<file path="config.mk">
export PLATFORM = sky130hd
export DESIGN_NAME = fifo_sync_cfg_flat
export DESIGN_NICKNAME = d
export VERILOG_FILES = /design/src/rtl/fifo_sync_cfg_if.sv /design/src/rtl/fifo_sync_cfg.sv /design/src/flat_wrapper.sv
export SDC_FILE = /design/constraint.sdc
export NUM_CORES = 1
export LEC_CHECK = 0
export BUFFER_PORTS_ARGS = -buffer_cell sky130_fd_sc_hd__buf_2
export CORE_MARGIN = 3
export CORE_UTILIZATION = 55
export DETAILED_ROUTE_END_ITERATION = 7
export PLACE_DENSITY = 0.74
export SLEW_MARGIN = 40
export SYNTH_ARGS = -nofsm -noshare
export SYNTH_HDL_FRONTEND = slang
export SYNTH_SLANG_ARGS = --single-unit
</file>
<file path="constraint.sdc">
create_clock -name clk -period 3 [get_ports clk]
set_input_delay 0 -clock clk [delete_from_list [all_inputs] [get_ports clk]]
set_output_delay 0 -clock clk [all_outputs]
set_load 0.005 [all_outputs]
</file>
<file path="src/rtl/fifo_sync_cfg_if.sv">
// Handshake and status bundle for fifo_sync_cfg: producer/consumer side drives
// the master modport, the FIFO itself binds to the slave modport.
interface fifo_sync_cfg_if #(
    parameter int DATA_WIDTH = 16,
    parameter int ADDR_WIDTH = 3
);
    logic                  flush;
    logic                  w_inc;
    logic [DATA_WIDTH-1:0] w_data;
    logic                  r_inc;
    logic [DATA_WIDTH-1:0] r_data;
    logic                  r_valid;
    logic                  full;
    logic                  empty;
    logic                  almost_full;
    logic                  almost_empty;
    logic [ADDR_WIDTH:0]   count;
    logic                  overflow;
    logic                  underflow;

    modport master (
        output flush, w_inc, w_data, r_inc,
        input  r_data, r_valid, full, empty, almost_full, almost_empty,
               count, overflow, underflow
    );

    modport slave (
        input  flush, w_inc, w_data, r_inc,
        output r_data, r_valid, full, empty, almost_full, almost_empty,
               count, overflow, underflow
    );
endinterface

</file>
<file path="src/rtl/fifo_sync_cfg.sv">
// Single-clock FIFO with occupancy flags, error pulses and flush; FWFT=0 gives read data 1 cycle after pop, FWFT=1 shows the head 1 cycle after the first write.
// Backpressure: a write to a full FIFO is refused (overflow pulse) unless a read is accepted the same cycle; a read of an empty FIFO pulses underflow.
module fifo_sync_cfg #(
    parameter int DATA_WIDTH = 16,
    parameter int ADDR_WIDTH = 3,
    parameter int AF_LEVEL   = 6,
    parameter int AE_LEVEL   = 2,
    parameter bit FWFT       = 1'b0
) (
    input  logic           clk,
    input  logic           rst,
    fifo_sync_cfg_if.slave bus
);
    localparam int                DEPTH    = 1 << ADDR_WIDTH;
    localparam logic [ADDR_WIDTH:0] LP_DEPTH = (ADDR_WIDTH+1)'(DEPTH);
    localparam logic [ADDR_WIDTH:0] LP_AF    = (ADDR_WIDTH+1)'(AF_LEVEL);
    localparam logic [ADDR_WIDTH:0] LP_AE    = (ADDR_WIDTH+1)'(AE_LEVEL);

    logic [DATA_WIDTH-1:0] r_mem [DEPTH];
    logic [ADDR_WIDTH-1:0] r_wr_ptr;
    logic [ADDR_WIDTH-1:0] r_rd_ptr;
    logic [ADDR_WIDTH:0]   r_count;
    logic                  r_overflow;
    logic                  r_underflow;

    logic                  w_empty;
    logic                  w_full;
    logic                  w_rd_acc;
    logic                  w_wr_acc;
    logic [ADDR_WIDTH:0]   w_count_next;

    // All flags come straight from the registered count so they never glitch.
    assign w_empty = (r_count == '0);
    assign w_full  = (r_count == LP_DEPTH);

    // A full FIFO still takes a write when the same cycle frees a slot.
    assign w_rd_acc = bus.r_inc & ~w_empty;
    assign w_wr_acc = bus.w_inc & (~w_full | w_rd_acc);

    always_comb begin
        w_count_next = r_count;
        case ({w_wr_acc, w_rd_acc})
            2'b10:   w_count_next = r_count + (ADDR_WIDTH+1)'(1);
            2'b01:   w_count_next = r_count - (ADDR_WIDTH+1)'(1);
            default: w_count_next = r_count;
        endcase
    end

    always_ff @(posedge clk or negedge rst) begin
        if (!rst) begin
            r_wr_ptr    <= '0;
            r_rd_ptr    <= '0;
            r_count     <= '0;
            r_overflow  <= 1'b0;
            r_underflow <= 1'b0;
        end else if (bus.flush) begin
            r_wr_ptr    <= '0;
            r_rd_ptr    <= '0;
            r_count     <= '0;
            r_overflow  <= 1'b0;
            r_underflow <= 1'b0;
        end else begin
            if (w_wr_acc) begin
                r_wr_ptr <= r_wr_ptr + ADDR_WIDTH'(1);
            end
            if (w_rd_acc) begin
                r_rd_ptr <= r_rd_ptr + ADDR_WIDTH'(1);
            end
            r_count     <= w_count_next;
            r_overflow  <= bus.w_inc & ~w_wr_acc;
            r_underflow <= bus.r_inc & w_empty;
        end
    end

    // Storage carries no reset; stale words are unreachable once the pointers clear.
    always_ff @(posedge clk) begin
        if (rst && !bus.flush && w_wr_acc) begin
            r_mem[r_wr_ptr] <= bus.w_data;
        end
    end

    assign bus.count        = r_count;
    assign bus.full         = w_full;
    assign bus.empty        = w_empty;
    assign bus.almost_full  = (r_count >= LP_AF);
    assign bus.almost_empty = (r_count <= LP_AE);
    assign bus.overflow     = r_overflow;
    assign bus.underflow    = r_underflow;

    generate
        if (FWFT) begin : g_fwft
            // Head is masked while empty so the port reads zero out of reset.
            assign bus.r_data  = w_empty ? '0 : r_mem[r_rd_ptr];
            assign bus.r_valid = ~w_empty;
        end else begin : g_std
            logic [DATA_WIDTH-1:0] r_rd_data;
            logic                  r_rd_valid;

            always_ff @(posedge clk or negedge rst) begin
                if (!rst) begin
                    r_rd_data  <= '0;
                    r_rd_valid <= 1'b0;
                end else if (bus.flush) begin
                    r_rd_valid <= 1'b0;
                end else begin
                    r_rd_valid <= w_rd_acc;
                    if (w_rd_acc) begin
                        r_rd_data <= r_mem[r_rd_ptr];
                    end
                end
            end

            assign bus.r_data  = r_rd_data;
            assign bus.r_valid = r_rd_valid;
        end
    endgenerate
endmodule

</file>
<file path="src/flat_wrapper.sv">
// flat-port wrapper written by rule: the top's interface ports become plain ports
module fifo_sync_cfg_flat 
#(
    parameter int DATA_WIDTH = 16,
    parameter int ADDR_WIDTH = 3,
    parameter int AF_LEVEL   = 6,
    parameter int AE_LEVEL   = 2,
    parameter bit FWFT       = 1'b0
)
  (clk, rst, bus_flush, bus_w_inc, bus_w_data, bus_r_inc, bus_r_data, bus_r_valid, bus_full, bus_empty, bus_almost_full, bus_almost_empty, bus_count, bus_overflow, bus_underflow);
  fifo_sync_cfg_if #(.DATA_WIDTH(DATA_WIDTH), .ADDR_WIDTH(ADDR_WIDTH)) bus_i ();
  input  logic clk;
  input  logic rst;
  input wire logic [$bits(bus_i.flush)-1:0] bus_flush;
  input wire logic [$bits(bus_i.w_inc)-1:0] bus_w_inc;
  input wire logic [$bits(bus_i.w_data)-1:0] bus_w_data;
  input wire logic [$bits(bus_i.r_inc)-1:0] bus_r_inc;
  output wire logic [$bits(bus_i.r_data)-1:0] bus_r_data;
  output wire logic [$bits(bus_i.r_valid)-1:0] bus_r_valid;
  output wire logic [$bits(bus_i.full)-1:0] bus_full;
  output wire logic [$bits(bus_i.empty)-1:0] bus_empty;
  output wire logic [$bits(bus_i.almost_full)-1:0] bus_almost_full;
  output wire logic [$bits(bus_i.almost_empty)-1:0] bus_almost_empty;
  output wire logic [$bits(bus_i.count)-1:0] bus_count;
  output wire logic [$bits(bus_i.overflow)-1:0] bus_overflow;
  output wire logic [$bits(bus_i.underflow)-1:0] bus_underflow;
  assign bus_i.flush = bus_flush;
  assign bus_i.w_inc = bus_w_inc;
  assign bus_i.w_data = bus_w_data;
  assign bus_i.r_inc = bus_r_inc;
  assign bus_r_data = bus_i.r_data;
  assign bus_r_valid = bus_i.r_valid;
  assign bus_full = bus_i.full;
  assign bus_empty = bus_i.empty;
  assign bus_almost_full = bus_i.almost_full;
  assign bus_almost_empty = bus_i.almost_empty;
  assign bus_count = bus_i.count;
  assign bus_overflow = bus_i.overflow;
  assign bus_underflow = bus_i.underflow;
  fifo_sync_cfg #(.DATA_WIDTH(DATA_WIDTH), .ADDR_WIDTH(ADDR_WIDTH), .AF_LEVEL(AF_LEVEL), .AE_LEVEL(AE_LEVEL), .FWFT(FWFT)) u_core (.clk(clk), .rst(rst), .bus(bus_i));
endmodule
</file>
==> run metrics <==
Ys Warns 0; actual slew at the worst max-slew pin 751 ps; DP HPWL 6590 µm; Worst setup EP type register; clock-pin slew on the worst setup and hold paths 70 ps; max-cap violations 0; core region area 10900 µm²; Clock Sink Count 157; wire per inst 20.6 µm; worst path required time 3440 ps; element type at the critical path start register; share of cells above drive strength 1 0.327; Seq cells post-synth 157; Setup CP Type reg -> reg; Tcrit/Tclk final 0.749; most instantiated cells after synthesis edfxtp_1, mux4_2, dfrtp_1, nor2_1, a21oi_1; syn avg cell area 19.0 µm²; worst skew pair latency 520 ps; Final Net Count 441; Syn Inst Count 325; Fmax 445 MHz; DRC violations left 0; post-DR vias/cell 5.76; H-tree depth 4; Synth top area share 0.622; Syn Nets 351; slowest stage delay, CP 490 ps; worst path arrival time 2680 ps; area delta synth->final 20.8%; ys flop type edfxtp_1; min Tclk post-route 2250 ps; clock buffer depth 2; critical-path cell list o41ai_2 -> nor2_1 -> ha_1 -> nand3_1 -> and2_1 -> nand3b_1 -> a31oi_1; status complete, no violations; number of global-route vias before repair 3436; initial antenna violation count 1; cell taking the most area after synthesis edfxtp_1; fillers 699; Initial Util 0.567; ANT cells 0; total CTS buffers 17; Worst slew margin 0.499; Pre-antenna DRT Iters 4; most frequent cell after synthesis edfxtp_1; first-pass GRT wire length 19000 µm; sequential element share of the synthesized area 0.740; Die Ht 112 µm; Critical Path Slowest Stage Cell dfrtp_1; hold_buf cts 22; boundary pin count 48; clk root buf clkbuf_8; RSZ-0062 raised after global routing no; largest net degree at the start of global routing 35; routability cong. 0.740; Post-CTS Setup Bufs 0; leak pwr 2.60 nW; final WL 11700 µm; Total Routing Usage GR 0.203; endpoints failing hold 0; DR iter-0 viols 252; area of the mapped netlist 6180 µm²; Netlist cell types 39; Peak supply drop 0.499 mV; final antenna-violating net count 0; P per Cell Area 811 nW/µm²; Slew Limit Fails 0; crit path max fanout 10; Rows 38; Setup TNS 0 ps; final setup fails 0; overflow left after global routing 0; CTS tree built; largest cells by area after synthesis edfxtp_1, dfrtp_1, mux4_2; Worst Skew 9.95 ps; DIE AREA 12500 µm²; Post-synth EDFFs 128; post-CTS resize count 0; PortBufs 47; Min Hold Slack 131 ps; worst hold path type in -> async; FFs w/ async S/R, synth 0.185; Vias 3270; Die Span X 112 µm
==> worst max-delay path, delay by kind of cell (launching register included) <==
kind	cells	cell delay (ps)
AOI/OAI and AO/OA	2	670
adders and majority gates	1	360
DFF	1	490
and+or+nand+nor	4	650
==> per-layer routing <==
layer | routed length (µm) | vias up | part of all wire | GRT usage
met4 | 87 | 2 | 0.0074 | 0.0537
met1 | 5100 | 1712 | 0.44 | 0.270
met2 | 5990 | 81 | 0.51 | 0.335
li1 | - | 1464 | - | -
met5 | 13 | - | 0.0011 | 0
met3 | 516 | 11 | 0.044 | 0.0598
==> cell usage in the layout (no fill, tap or decap), types with 2 or more instances in the layout <==
master	synthesis	routed
mux2i_1	18	18
or3_1	2	2
clkbuf_8	0	3
clkbuf_16	0	17
a21oi_1	19	19
dfrtp_1	29	28
bufinv_16	0	2
clkbuf_1	4	2
nand2b_1	5	5
a211oi_1	2	2
buf_4	2	17
dlygate4sd3_1	0	22
nor3_2	0	4
clkinv_2	0	3
mux2_4	2	2
nand2_1	3	3
buf_2	6	47
nor2b_1	3	3
nor2_1	29	29
xor2_1	4	4
ha_1	4	4
edfxtp_1	128	128
clkinvlp_4	0	5
o211ai_1	2	2
and2_1	2	2
mux4_2	32	32
nand3_1	5	5
nor3b_1	2	2
==> sequential cells by signal, summed over array words and instances, names as in the netlist <==
name	cells
u_core.bus.overflow	1
u_core.bus.count	4
u_core.bus.r_data	16
u_core.bus.underflow	1
u_core.r_mem	128
u_core.bus.r_valid	1
u_core.r_rd_ptr	3
u_core.r_wr_ptr	3
==> path summary, 6_finish.rpt <==
check	start	end	slack, ps	cells past startpoint
setup / recovery	u_core.bus.count[3]	u_core.bus.count[3]	750	7
hold / removal	rst	u_core.bus.count[2]	130	3
setup reg to reg	u_core.bus.count[3]	u_core.bus.count[3]	750	7
hold reg to reg	u_core.bus.r_data[10]	u_core.bus.r_data[10]	520	2
max in group asynchronous	rst	u_core.r_rd_ptr[0]	2530	3
min in group clk	bus_w_data[12]	u_core.r_mem[6][12]	280	2
==> area by class of cell <==
class	count	area (µm²)	share of cell area
clock buffer	22	474	0.0635
clock inverter	10	113	0.0151
inverter	1	3.75	0.000503
multi-input combinational	152	1550	0.207
sequential	157	4570	0.612
tap	140	175	0.0235
timing repair buffer	86	583	0.0781
==> cells by family after synthesis <==
group,count (synthesis),synth area share
flops,157,0.740
simple gates,61,0.0490
mux,52,0.151
compound gates,29,0.0288
buf+inv,16,0.0136
xor+xnor,5,0.00709
fa+ha+maj,5,0.0113
==> power by group <==
part / switching [mW] / leakage (nW) / internal, mW
Clock: 0.801 / 0.274 / 1.27
Sequential: 0.192 / 1.50 / 2.53
Combinational: 0.592 / 0.826 / 0.670
Total: 1.59 / 2.60 / 4.47
==> through the flow <==
step | cell area, µm² | power (mW) | cells | util | worst slack, ps
floorplan | 6180 | 3.60 | 325 | - | 222
global placement | 6660 | 3.97 | 514 | 0.611 | 856
detailed placement | 6660 | 4.01 | 514 | 0.611 | 754
CTS | 7460 | 6.13 | 568 | 0.686 | 740
global route | 7460 | 6.36 | 568 | 0.686 | 555
finish | 7460 | 6.06 | 568 | 0.686 | 752
No activity file was read; power rests on OpenSTA's default activity.
